[src/rtl/guess_game_ctrl.sv]
`timescale 1ns/1ps
// Number-guessing game controller: debounced keys, LFSR-drawn secret digit,
// guess stepping and submission, BCD try counter and hint/win status.
module guess_game_ctrl #(
  parameter logic [19:0] DB_CYCLES = 20'd1000000,
  parameter logic [7:0]  MAX_TRIES = 8'h99,
  parameter logic [7:0]  LFSR_SEED = 8'hA5
) (
  input  logic       CLK,
  input  logic       RSTn,
  input  logic       KEY_Up,
  input  logic       KEY_Down,
  input  logic       KEY_Ok,
  output logic [3:0] data,
  output logic [7:0] tries,
  output logic [1:0] hint,
  output logic       win
);

  typedef enum logic [1:0] {
    ST_INIT,
    ST_PLAY,
    ST_CHECK,
    ST_WIN
  } state_t;

  localparam logic [1:0] HINT_NONE = 2'b00;
  localparam logic [1:0] HINT_LOW  = 2'b01;
  localparam logic [1:0] HINT_HIGH = 2'b10;
  localparam logic [1:0] HINT_OK   = 2'b11;

  localparam int K_UP   = 0;
  localparam int K_DOWN = 1;
  localparam int K_OK   = 2;

  logic [2:0]  key_raw;
  logic [2:0]  sync1;
  logic [2:0]  sync2;
  logic [2:0]  stable;
  logic [2:0]  press;
  logic [19:0] db_cnt [3];

  logic [7:0]  lfsr;
  logic        lfsr_fb;
  logic [3:0]  secret_draw;
  logic [3:0]  secret;
  state_t      state;

  assign key_raw = {KEY_Ok, KEY_Down, KEY_Up};

  // Keys idle high, so synchronizers and stable levels reset to 1; a key held
  // through reset is then seen as a fresh press once it has debounced.
  always_ff @(posedge CLK or negedge RSTn) begin
    if (!RSTn) begin
      sync1  <= '1;
      sync2  <= '1;
      stable <= '1;
      press  <= '0;
      // NOTE: the counter array is ordinary flops, not RAM, so it is reset with everything else.
      for (int i = 0; i < 3; i++) db_cnt[i] <= '0;
    end else begin
      // NOTE: non-blocking assignments keep every flop sampling pre-edge values.
      sync1 <= key_raw;
      sync2 <= sync1;
      for (int i = 0; i < 3; i++) begin
        press[i] <= 1'b0;
        if (sync2[i] == stable[i]) begin
          db_cnt[i] <= '0;
        end else if (db_cnt[i] == DB_CYCLES - 20'd1) begin
          db_cnt[i] <= '0;
          stable[i] <= sync2[i];
          press[i]  <= ~sync2[i];
        end else begin
          db_cnt[i] <= db_cnt[i] + 20'd1;
        end
      end
    end
  end

  // x^8 + x^6 + x^5 + x^4 + 1; a non-zero seed never reaches the all-zero lockup.
  assign lfsr_fb = lfsr[7] ^ lfsr[5] ^ lfsr[4] ^ lfsr[3];

  always_ff @(posedge CLK or negedge RSTn) begin
    if (!RSTn) lfsr <= LFSR_SEED;
    else       lfsr <= {lfsr[6:0], lfsr_fb};
  end

  always_comb begin
    // NOTE: default first so every path assigns the variable and no latch is inferred.
    secret_draw = lfsr[3:0];
    if (lfsr[3:0] >= 4'd10) secret_draw = lfsr[3:0] - 4'd10;
  end

  function automatic logic [7:0] bcd_inc(input logic [7:0] v);
    if (v == MAX_TRIES)      return v;
    else if (v[3:0] >= 4'd9) return {v[7:4] + 4'd1, 4'd0};
    else                     return v + 8'd1;
  endfunction

  always_ff @(posedge CLK or negedge RSTn) begin
    if (!RSTn) begin
      state  <= ST_INIT;
      secret <= '0;
      data   <= '0;
      tries  <= '0;
      hint   <= HINT_NONE;
      win    <= 1'b0;
    end else begin
      case (state)
        ST_INIT: begin
          secret <= secret_draw;
          data   <= '0;
          tries  <= '0;
          hint   <= HINT_NONE;
          win    <= 1'b0;
          state  <= ST_PLAY;
        end
        ST_PLAY: begin
          if (press[K_OK]) begin
            state <= ST_CHECK;
          end else if (press[K_UP]) begin
            data <= (data == 4'd9) ? 4'd0 : data + 4'd1;
          end else if (press[K_DOWN]) begin
            data <= (data == 4'd0) ? 4'd9 : data - 4'd1;
          end
        end
        ST_CHECK: begin
          tries <= bcd_inc(tries);
          if (data < secret) begin
            hint  <= HINT_LOW;
            state <= ST_PLAY;
          end else if (data > secret) begin
            hint  <= HINT_HIGH;
            state <= ST_PLAY;
          end else begin
            hint  <= HINT_OK;
            win   <= 1'b1;
            data  <= secret;
            state <= ST_WIN;
          end
        end
        ST_WIN: begin
          if (press[K_OK]) state <= ST_INIT;
        end
        default: state <= ST_INIT;
      endcase
    end
  end

endmodule

[config.mk]
export PLATFORM = sky130hd
export DESIGN_NAME = guess_game_ctrl
export DESIGN_NICKNAME = d
export VERILOG_FILES = /design/src/rtl/guess_game_ctrl.sv
export SDC_FILE = /design/constraint.sdc
export NUM_CORES = 1
export LEC_CHECK = 0
export ABC_AREA = 1
export ABC_CLOCK_PERIOD_IN_PS = 1670
export BUFFER_PORTS_ARGS = -buffer_cell sky130_fd_sc_hd__buf_2
export CORE_AREA = 2 2 99 196
export DETAILED_ROUTE_END_ITERATION = 8
export DIE_AREA = 0 0 101 198
export PLACE_DENSITY_LB_ADDON = 0.25
export SLEW_MARGIN = 20
export SYNTH_ARGS = -nofsm -noshare
export SYNTH_HDL_FRONTEND = slang
export SYNTH_SLANG_ARGS = --single-unit
[constraint.sdc]
create_clock -name CLK -period 1.67 [get_ports CLK]
set_input_delay 0.334 -clock CLK [delete_from_list [all_inputs] [get_ports CLK]]
set_output_delay 0.334 -clock CLK [all_outputs]
set_load 0.03 [all_outputs]
==> metrics.md, run 1 <==
| Metric | Value |
|---|---|
| RSZ-0062 raised after global routing | true |
| Critical Path RT | 1.92 ns |
| Port bufs | 19 |
| H-tree levels | 3 |
| Gpl congestion | 0.850 |
| Max Freq | 0.637 GHz |
| Inserted Clock Buffers | 9 |
| Reg clk slew, reported paths | 0.07 ns |
| Post-route design area | 6450 um^2 |
| Sequential Power Share | 51.0% |
| P_sw | approximately 1.1 mW |
| Layout net count | 771 |
| Max-cap violations | 0 |
| Global-route wire length before repair | 21,900 um |
| CP Max Fanout | 8 |
| Final WL | 12,800 um |
| Clk buf depth | 2 |
| Critical Path AT | 1.82 ns |
| Final min period | approximately 1.6 ns |
| Switching power share of the total | 21.5% |
| Leak pwr | 3.10 nW |
| Final TNS setup | 0 ns |
| Final hold viol count | 0 |
| Drt pass-1 iters | 4 |
| Commonest non-fill, non-tap cell in the layout | nand2_1 |
| Largest net degree at the start of global routing | a little over 40 |
| Grt ovf | 0 |
| Critical Path Start Type | register |
| Area post-placement | 6040 um^2 |
| CTS Sinks | a little over 100 |
| Most frequent cells in the layout | nand2_1 (150), nor2_1 (109), inv_1 (99) |
| Share of cells above drive strength 1 | 15.1% |
| Initial antenna violation count | 0 |
| Synth Register Bits | 101 |
| Worst IR drop on VDD | 0.000378 V |
| Flop-to-flop setup slack | 0.1 ns |
| Worst clock skew | 0.0105 ns |
| Via count | roughly 4,500 |
| Num ports | 20 |
| Post-Syn Area | 5420 um^2 |
| Tot Pwr | 4.90 mW |
| Syn_nets | 708 |
| Layout area overhead | 19.0% |
| P_int | 3.84 mW |
| DRT antenna net count | 0 |
| Outcome | finished clean |
| Mapped Cells | 685 |
| Routed len/inst | 13.2 um |
| Core box area | 18,700 um^2 |
| Sequential share of the synthesized area | approximately 47% |
| Cell row count | 71 |
| Starting Density | 29.1% |
| Comb power frac | slightly above 3% |
| Tot GR Track Use | 13.9% |
| Rel. slew slack | a little over two thirds |
| Worst-Margin Slew | 0.439 ns |
| Kind of critical path | reg -> reg |
| Via/cell ratio | 4.67 |
| Yosys cell types | 33 |
| Pins Over Slew Limit | 0 |
| Full die area | between 15,000 and 20,000 um^2 |
| Synth Warn # | 0 |
| CP Capture Type | register |
| Worst min path class | in -> reg |
| 1st-iter DRT viols | between 150 and 200 |
| Die height | 198 um |
| # DRC | 0 |
| FILL cells | 1,987 |
| Pwr dens | ~760 nW/um^2 |
| HPWL after detailed placement | 10,100 um |
| Root Driver | clkbuf_16 |
| Number of global-route vias before repair | around 4,700 |
| Die W | between 100 and 150 um |
| Average cell area after synthesis | 7.92 um^2 |
| Setup violators final | 0 |
| Worst hold slack | 0.0734 ns |
| CTS tree | done |
| Antenna Cells | 0 |
| Clk pwr share | 46.0% |
| Post-route clock period utilization | a little over nine tenths |
| Worst skew pair latency | 0.36 ns |
cells in the mapped netlist:
cell type  number  share of area [%]
a21oi_1        16                1.5
o22ai_1         2               0.23
nand2_2         2               0.23
nor2_4          2               0.42
nand3b_1        2               0.28
nor2_1        112                7.8
a22oi_1         2               0.28
inv_1         100                6.9
nand4_1        22                2.5
ha_1           18                4.2
o211ai_1        1               0.14
xor2_1         22                3.6
nand2_1       157                 11
xnor2_1        13                2.1
nor2_2          7               0.81
nor3_1         22                2.0
a22o_1          1               0.16
nand3_1        39                3.6
nand2_4         2               0.42
a31oi_1         2               0.23
nand3b_4        3                1.1
o21ai_0        24                2.2
clkbuf_1        1              0.069
nor3b_1         1               0.14
o31ai_1         2               0.28
buf_2           2               0.18
or2_1           1               0.12
inv_2           1              0.069
dfstp_2        13                6.3
nand3_2         2               0.37
nor4_1          2               0.23
dfrtp_1        88                 41
a221oi_1        1               0.16
power by group through the flow:
| stage | clock network (mW) | registers (mW) | logic [mW] |
|---|---|---|---|
| 6_report | 2.25 | 2.50 | 0.151 |
| 5_1_grt | 2.41 | 2.50 | 0.176 |
| 4_1_cts | 2.32 | 2.49 | 0.155 |
| 3_5_place_dp | 0 | 2.54 | 0.153 |
| 3_3_place_gp | 0 | 2.54 | 0.153 |
| 2_1_floorplan | 0 | 2.54 | 0.0557 |
final cells by class:
cell class,count,area [um^2],area share (%)
well taps,219,274,4.25
inverters,101,379,5.87
clock inverters,2,60.1,0.931
flip-flops and latches,101,2540,39.4
clock buffers,14,244,3.78
multi-input cells,480,2570,39.8
repair buffers,55,383,5.93
final timing paths:
kind                       startpoint         end  cells past startpoint
max                        db_cnt[41]  db_cnt[59]                      9
min                            KEY_Ok    sync1[2]                      1
max reg2reg                db_cnt[41]  db_cnt[59]                      9
min reg2reg                  sync1[1]    sync2[1]                      0
max in group asynchronous        RSTn     data[0]                      3
min in group asynchronous        RSTn  db_cnt[48]                      2
cell families (layout without fill, tap and decap cells):
group | Yosys count | after routing | share of synthesized area, %
compound gates | 51 | 51 | 5.17
xor+xnor | 35 | 35 | 5.65
fa+ha+maj | 18 | 18 | 4.15
buf+inv | 104 | 172 | 7.24
flops | 101 | 101 | 46.9
simple gates | 376 | 376 | 30.9
state kept, by name, indices dropped and copies added, names as in the netlist, 2 cells and up:
| register | count |
|---|---|
| sync2 | 3 |
| tries | 8 |
| sync1 | 3 |
| state | 2 |
| data | 4 |
| secret | 4 |
| stable | 3 |
| hint | 2 |
| lfsr | 8 |
| press | 3 |
| db_cnt | 60 |
critical path, cell delays in order, from the launching register on:
cell      delay (ns)
dfrtp_1         0.37
ha_1            0.20
nand3_1         0.11
nor2_2          0.19
nand2_2         0.09
nand3b_4        0.20
nand2_4         0.13
inv_2           0.08
nand2_1         0.06
nor2_1          0.04
through the flow:
stage | cells | setup slack, ns | util (%)
6_report | 972 | 0.0996 | 34.6
5_1_grt | 972 | -0.00176 | 34.6
4_1_cts | 970 | 0.0106 | 34.1
3_5_place_dp | 953 | -0.0723 | 32.4
3_3_place_gp | 953 | -0.0723 | 32.4
2_1_floorplan | 685 | 0.0230 | -
per-layer routing:
layer	vias to the layer above	share of wire, %	GRT usage [%]	wire length, um
met5	-	0	0	0
met4	0	3.5	7.06	447
met3	29	1.5	1.80	195
met2	52	59	28.3	7580
met1	2169	36	12.8	4610
li1	2292	-	-	-
what timing repair did:
action / in CTS / in global routing
setup endpoints to repair: 7 / 17
endpoints found under the hold margin: 19 / 0
hold buffers: 1 / 0
gates resized for setup: 3 / 17
buffers inserted: 0 / 2
pin swaps: 0 / 3
Note: power is estimated with default switching activity, not from simulation.
==> run 2, diff against run 1 <==
- ABC_AREA: 1 -> default
- CORE_AREA: 2 2 99 196 -> 2 2 94 187
- DIE_AREA: 0 0 101 198 -> 0 0 96 189
==> metrics.md, run 2 <==
| Metric | Value |
|---|---|
| Crit-path cells | or4_4 > nor2_4 > and3_4 > or2_4 > buf_6 > nor2_1 |
| Post-route clock period utilization | 99.6% (+5.6 points) |
| Area leader, netlist | dfrtp_1 |
| Post-route design area | 6420 um^2 (-0.56%) |
| Number of flops mapped to enable cells by yosys | 0 (unchanged) |
| Worst hold slack | 0.0749 ns (+0.00148 ns) |
| Sequential share of the synthesized area | 51.5% (+4.6 points) |
| Sequential Power Share | 50.7% (-0.3 points) |
| # DRC | 0 (unchanged) |
| Gpl congestion | 0.792 (-6.9%) |
| Port bufs | 19 (unchanged) |
| Die W | 96 um (-5.0%) |
| Most frequent cells in the layout | dfrtp_1 (80), nor2_1 (69), buf_4 (62) |
| Mapped Cells | 474 (-31%) |
| Inserted Clock Buffers | 9 (unchanged) |
| Post-Syn Area | 4940 um^2 (-8.9%) |
| Initial antenna violation count | 0 (unchanged) |
| Via count | 3,768 (-17%) |
| Tot GR Track Use | 13.1% (-0.77 points) |
| Util after Layout | 38.5% (+3.9 points) |
| RSZ-0062 raised after global routing | true |
| Drt pass-1 iters | 4 (unchanged) |
| Max stage delay cell, worst path | or4_4 |
| Critical path's top delay family | simple AND/OR/NAND/NOR gates |
| Outcome | finished clean |
| Setup violators final | 0 (unchanged) |
| Critical Path Start Type | register |
| Starting Density | 29.6% (+0.54 points) |
| 1st-iter DRT viols | 84 (-53%) |
| DRT antenna net count | 0 (unchanged) |
| Worst clock skew | 0.00814 ns (-0.00237 ns) |
| Global-route wire length before repair | 18,700 um (-15%) |
| Post-synth top cells | dfrtp_1 (88), nor2_1 (73), xor2_1 (44), nand2_1 (31), nand3_1 (27) |
| Critical Path AT | 1.91 ns (+0.09 ns) |
| Routed len/inst | 14.2 um (+7.3%) |
| CTS Sinks | 101 (unchanged) |
| Synth async-reset ratio | 100% (unchanged) |
| Comb power frac | 3.7% (+0.6 points) |
| Yosys cell types | 58 (+76%) |
| H-tree levels | 3 (unchanged) |
| HPWL after detailed placement | 7970 um (-21%) |
| CP Buf/Inv Count | 1 (unchanged) |
| Max Freq | 0.601 GHz (-5.6%) |
| CP Capture Type | register |
| Antenna Cells | 0 (unchanged) |
| Area post-placement | 5810 um^2 (-3.8%) |
| Top cells by area, synth | dfrtp_1 (45%), xor2_1 (7.8%), dfstp_2 (6.9%), nor2_1 (5.5%), ha_1 (4.6%) |
| Average cell area after synthesis | 10.4 um^2 (+32%) |
| Reg clk slew, reported paths | 0.08 ns (about the same) |
| Share of cells above drive strength 1 | 31.7% (+17 points) |
| Main synth FF type | dfrtp_1 |
| Pins Over Slew Limit | 0 (unchanged) |
| Max-cap violations | 0 (unchanged) |
| P_int | 3.79 mW (-1.5%) |
| Largest net degree at the start of global routing | 34 (-17%) |
| CP max stage delay | 0.55 ns (+0.18 ns) |
| Root Driver | clkbuf_16 |
| Final WL | 11,000 um (-14%) |
| Clk pwr share | 45.5% (-0.5 points) |
| Worst IR drop on VDD | 0.000404 V (+6.8%) |
| CTS tree | done |
| Layout net count | 586 (-24%) |
| Core box area | 16,700 um^2 (-11%) |
| CP Max Fanout | 5 (-3) |
| Worst min path class | in -> reg |
| Max FFs per register | 60 (unchanged) |
| Clk buf depth | 2 (unchanged) |
| Leak pwr | 2.87 nW (-7.2%) |
| Num ports | 20 (unchanged) |
| Cell row count | 67 (-5.6%) |
| Cell with the most instances after synthesis | dfrtp_1 |
| Layout area overhead | 29.9% |
| Kind of critical path | reg -> reg |
| Post-synth top area share | 44.6% (+4.0 points) |
| P_sw | 1.13 mW (+7.5%) |
| Synth Register Bits | 101 (unchanged) |
| Pwr dens | 766 nW/um^2 (+1.0%) |
| Syn_nets | 497 (-30%) |
| Via/cell ratio | 4.86 (+4.0%) |
| Grt ovf | 0 (unchanged) |
| Worst-Margin Slew | 0.472 ns (+0.0330 ns) |
| Full die area | 18,100 um^2 (-9.3%) |
| Final hold viol count | 0 (unchanged) |
| Top reg by flops | db_cnt |
| Rel. slew slack | 68.5% (-2.0 points) |
| Commonest non-fill, non-tap cell in the layout | dfrtp_1 |
| Final min period | 1.66 ns (+0.0930 ns) |
| Critical Path RT | 1.92 ns (about the same) |
| Die height | 189 um (-4.5%) |
| Synth Warn # | 0 (unchanged) |
| Number of global-route vias before repair | 4,022 (-14%) |
| Worst skew pair latency | 0.35 ns (about the same) |
| Largest regs | db_cnt x60, lfsr x8, tries x8 |
| Switching power share of the total | 23.0% (+1.5 points) |
## run 2: logic make-up (layout without fill, tap and decap cells)
kind of cell / count (synthesis) / in the layout / synth area share [%]
adders and majority gates: 18 / 18 / 4.56
xor gates and xnor gates: 64 / 64 / 11.3
DFF: 101 / 101 / 51.5
AOI/OAI and AO/OA: 52 / 52 / 6.84
buffers and inverters: 31 / 125 / 3.17
and+or+nand+nor: 203 / 203 / 21.4
muxes: 5 / 5 / 1.19
## run 2: what timing repair did
item / 4_1_cts / 5_1_grt
hold buffers: 1 / 0
resized for setup: 12 / 37
setup endpoints to repair: 46 / 38
endpoints found under the hold margin: 22 / 0
pin swaps: 7 / 13
gates cloned: 0 / 1
buffers inserted: 4 / 1
## run 2: final timing paths
| path | endpoint | depth (start not counted) | slack [ns] | from |
|---|---|---|---|---|
| max | db_cnt[23] | 6 | 0.007 | db_cnt[28] |
| min | sync1[1] | 1 | 0.07 | KEY_Down |
| max reg2reg | db_cnt[23] | 6 | 0.007 | db_cnt[28] |
| min reg2reg | sync2[0] | 0 | 0.36 | sync1[0] |
| max in group asynchronous | stable[1] | 3 | 0.63 | RSTn |
| min in group asynchronous | db_cnt[31] | 2 | 0.47 | RSTn |
## run 2: cell type report
| cell class | instances | area [um^2] |
|---|---|---|
| repair buffers | 90 | 706 |
| fillers | 1667 | 10300 |
| inverters | 19 | 73.8 |
| multi-input cells | 342 | 2510 |
| clock buffers | 10 | 239 |
| well taps | 207 | 259 |
| flip-flops and latches | 101 | 2550 |
| clock inverters | 6 | 76.3 |
## run 2: routing by layer
metal / track usage, % / routed length, um
met1: 13.7 / 4220
met4: 5.38 / 264
met3: 2.19 / 209
met2: 24.8 / 6280
met5: 0 / 0
## run 2: power by group through the flow
stage | logic [mW] | clock network, mW | registers, mW
2_1_floorplan | 0.0593 | 0 | 2.54
3_3_place_gp | 0.171 | 0 | 2.54
4_1_cts | 0.180 | 2.31 | 2.50
5_1_grt | 0.212 | 2.43 | 2.50
3_5_place_dp | 0.175 | 0 | 2.54
6_report | 0.184 | 2.24 | 2.50
## run 2: through the flow
step / worst slack, ns / TNS [ns] / instances / power (mW)
floorplan: -0.160 / -0.709 / 474 / 2.60
global placement: -0.0204 / -0.0301 / 752 / 2.71
detailed placement: -0.0524 / -1.41 / 752 / 2.72
CTS: -0.0335 / -0.497 / 773 / 4.98
global route: -0.0681 / -1.20 / 775 / 5.14
finish: 0.00665 / 0 / 775 / 4.92
==> run 3, diff against run 2 <==
- PLACE_DENSITY_LB_ADDON: 0.25 -> 0.12
==> metrics.md, run 3 (same netlist as run 2, synthesis figures left out) <==
| Metric | Value |
|---|---|
| Rel. slew slack | 55.5% (-13 points) |
| Kind of critical path | reg -> reg |
| Met1 Use GR | 13.2% (-0.48 points) |
| Area of the multi-input gates | 2580 um^2 (+2.6%) |
| Reg clk slew, reported paths | 0.07 ns (about the same) |
| Largest regs | db_cnt x60, lfsr x8, tries x8 |
| Layout area overhead | 30.9% |
| Met2 Usage GRT | 26.1% (+1.3 points) |
| FF-to-FF Start | data[2] |
| Worst setup margin | -0.0255 ns (-0.0321 ns) |
| CP Max Fanout | 3 (-2) |
| Util after Layout | 38.7% (+0.28 points) |
| Most frequent cells in the layout | dfrtp_1 (82), buf_4 (73), nor2_1 (53) |
| Leak pwr | 2.88 nW (about the same) |
| Num ports | 20 (unchanged) |
| Grt ovf | 0 (unchanged) |
| Worst IR drop on VDD | 0.000415 V (+2.7%) |
| Inserted Clock Buffers | 9 (unchanged) |
| Root Driver | clkbuf_16 |
| HPWL after detailed placement | 8010 um (+0.52%) |
| Max FFs per register | 60 (unchanged) |
| Fin cells | 784 (+1.2%) |
| Final WL | 11,300 um (+2.7%) |
| Outcome | finished, violations left |
| Cts-stage hold buffer count | 0 (-1) |
| Critical Path Start Type | register |
| Share of cells above drive strength 1 | 35.2% (+3.5 points) |
| Max-cap violations | 0 (unchanged) |
| Full die area | 18,100 um^2 (unchanged) |
| Met3 usage | 1.83% (-0.36 points) |
| CTS Sinks | 101 (unchanged) |
| Tot GR Track Use | 13.6% (+0.42 points) |
| Via/cell ratio | 4.79 (-1.6%) |
| Gpl congestion | 0.751 (-5.1%) |
| Pwr dens | 716 nW/um^2 (-6.6%) |
| Critical Path RT | 1.95 ns (+0.03 ns) |
| Largest net degree at the start of global routing | 102 (+200%) |
| Number of global-route vias before repair | 4,003 (-0.47%) |
| Area post-placement | 5810 um^2 (about the same) |
| Layout net count | 595 (+1.5%) |
| Top reg by flops | db_cnt |
| Die height | 189 um (unchanged) |
| Drt pass-1 iters | 4 (unchanged) |
| Final TNS setup | -0.145 ns (-0.145 ns) |
| CTS tree | done |
| Clk buf depth | 2 (unchanged) |
| FILL cells | 1,667 (unchanged) |
| Failing checks | setup timing |
| Port bufs | 19 (unchanged) |
| CP startpoint | data[2] |
| Antenna Cells | 0 (unchanged) |
| Worst hold slack | 0.00607 ns (-0.0688 ns) |
| Worst skew pair latency | 0.35 ns (about the same) |
| Global-route wire length before repair | 18,900 um (+0.96%) |
| CP Capture Type | register |
| Tot Pwr | 4.63 mW (-5.9%) |
| Final hold viol count | 0 (unchanged) |
| Worst-Margin Slew | 0.665 ns (+0.193 ns) |
| Worst clock skew | 0.00878 ns (+0.000637 ns) |
| Core box area | 16,700 um^2 (unchanged) |
| Post-route clock period utilization | 102% (+1.9 points) |
| Via count | 3,752 (-0.42%) |
| Starting Density | 29.6% (unchanged) |
| Post-route design area | 6460 um^2 (+0.72%) |
| H-tree levels | 3 (unchanged) |
| DRT antenna net count | 0 (unchanged) |
| Final min period | 1.70 ns (+0.0321 ns) |
| Register area | 2550 um^2 (about the same) |
| Critical Path AT | 1.97 ns (+0.06 ns) |
| Routed len/inst | 14.4 um (+1.6%) |
| Cell row count | 67 (unchanged) |
| 1st-iter DRT viols | 105 (+25%) |
| Placed Instances | 755 (+0.40%) |
| DP Worst Slack | -0.0743 ns (-0.0218 ns) |
| Pins Over Slew Limit | 0 (unchanged) |
| Setup violators final | 17 (+17) |
| Die W | 96 um (unchanged) |
| Grt peak-use layer | met2 |
| RSZ-0062 raised after global routing | true |
| Commonest non-fill, non-tap cell in the layout | dfrtp_1 |
| Initial antenna violation count | 0 (unchanged) |
| Max Freq | 0.590 GHz (-1.9%) |
| Worst min path class | in -> async |
| # DRC | 0 (unchanged) |
-- run 3: cell type report --
cell class	instances	share of cell area (%)
clock buffers	12	3.66
clock inverters	4	0.387
repair buffers	98	11.5
multi-input cells	343	39.9
inverters	19	1.14
well taps	207	4.01
flip-flops and latches	101	39.5
-- run 3: critical path: stages (launching register included) --
cell      delay, ns
dfrtp_1        0.44
ha_4           0.29
nand4_1        0.12
a21oi_2        0.20
o311ai_4       0.14
or2_4          0.31
o21ai_2        0.12
-- run 3: what timing repair did --
item                                    CTS  global route
endpoints found under the setup margin   45            46
setup buffers                             9             5
gates resized for setup                  21            46
cloned                                    0             1
pin swaps                                16            26
-- run 3: worst paths after layout --
check                           end  slack [ns]  depth (start not counted)
max in group asynchronous   data[0]        1.17                          2
min in group CLK           sync1[2]        0.08                          1
max                         data[3]       -0.03                          6
min                        tries[0]       0.006                          2
min reg2reg                sync2[0]        0.35                          0
max reg2reg                 data[3]       -0.03                          6
-- run 3: metal layers --
metal  share of wire (%)  routed length (um)  vias up
li1                    -                   -     1821
met1                  37                4210     1880
met2                  58                6540       33
met3                 1.6                 179       18
met4                 3.1                 348        0
met5                   0                   0        -
-- run 3: power by group --
| part | internal, mW | total (mW) | switching (mW) | leakage (nW) |
|---|---|---|---|---|
| registers | 2.48 | 2.50 | 0.0195 | 1.34 |
| clock network | 1.01 | 1.94 | 0.936 | 0.123 |
| logic | 0.0717 | 0.188 | 0.116 | 1.41 |
| total | 3.56 | 4.63 | 1.07 | 2.88 |
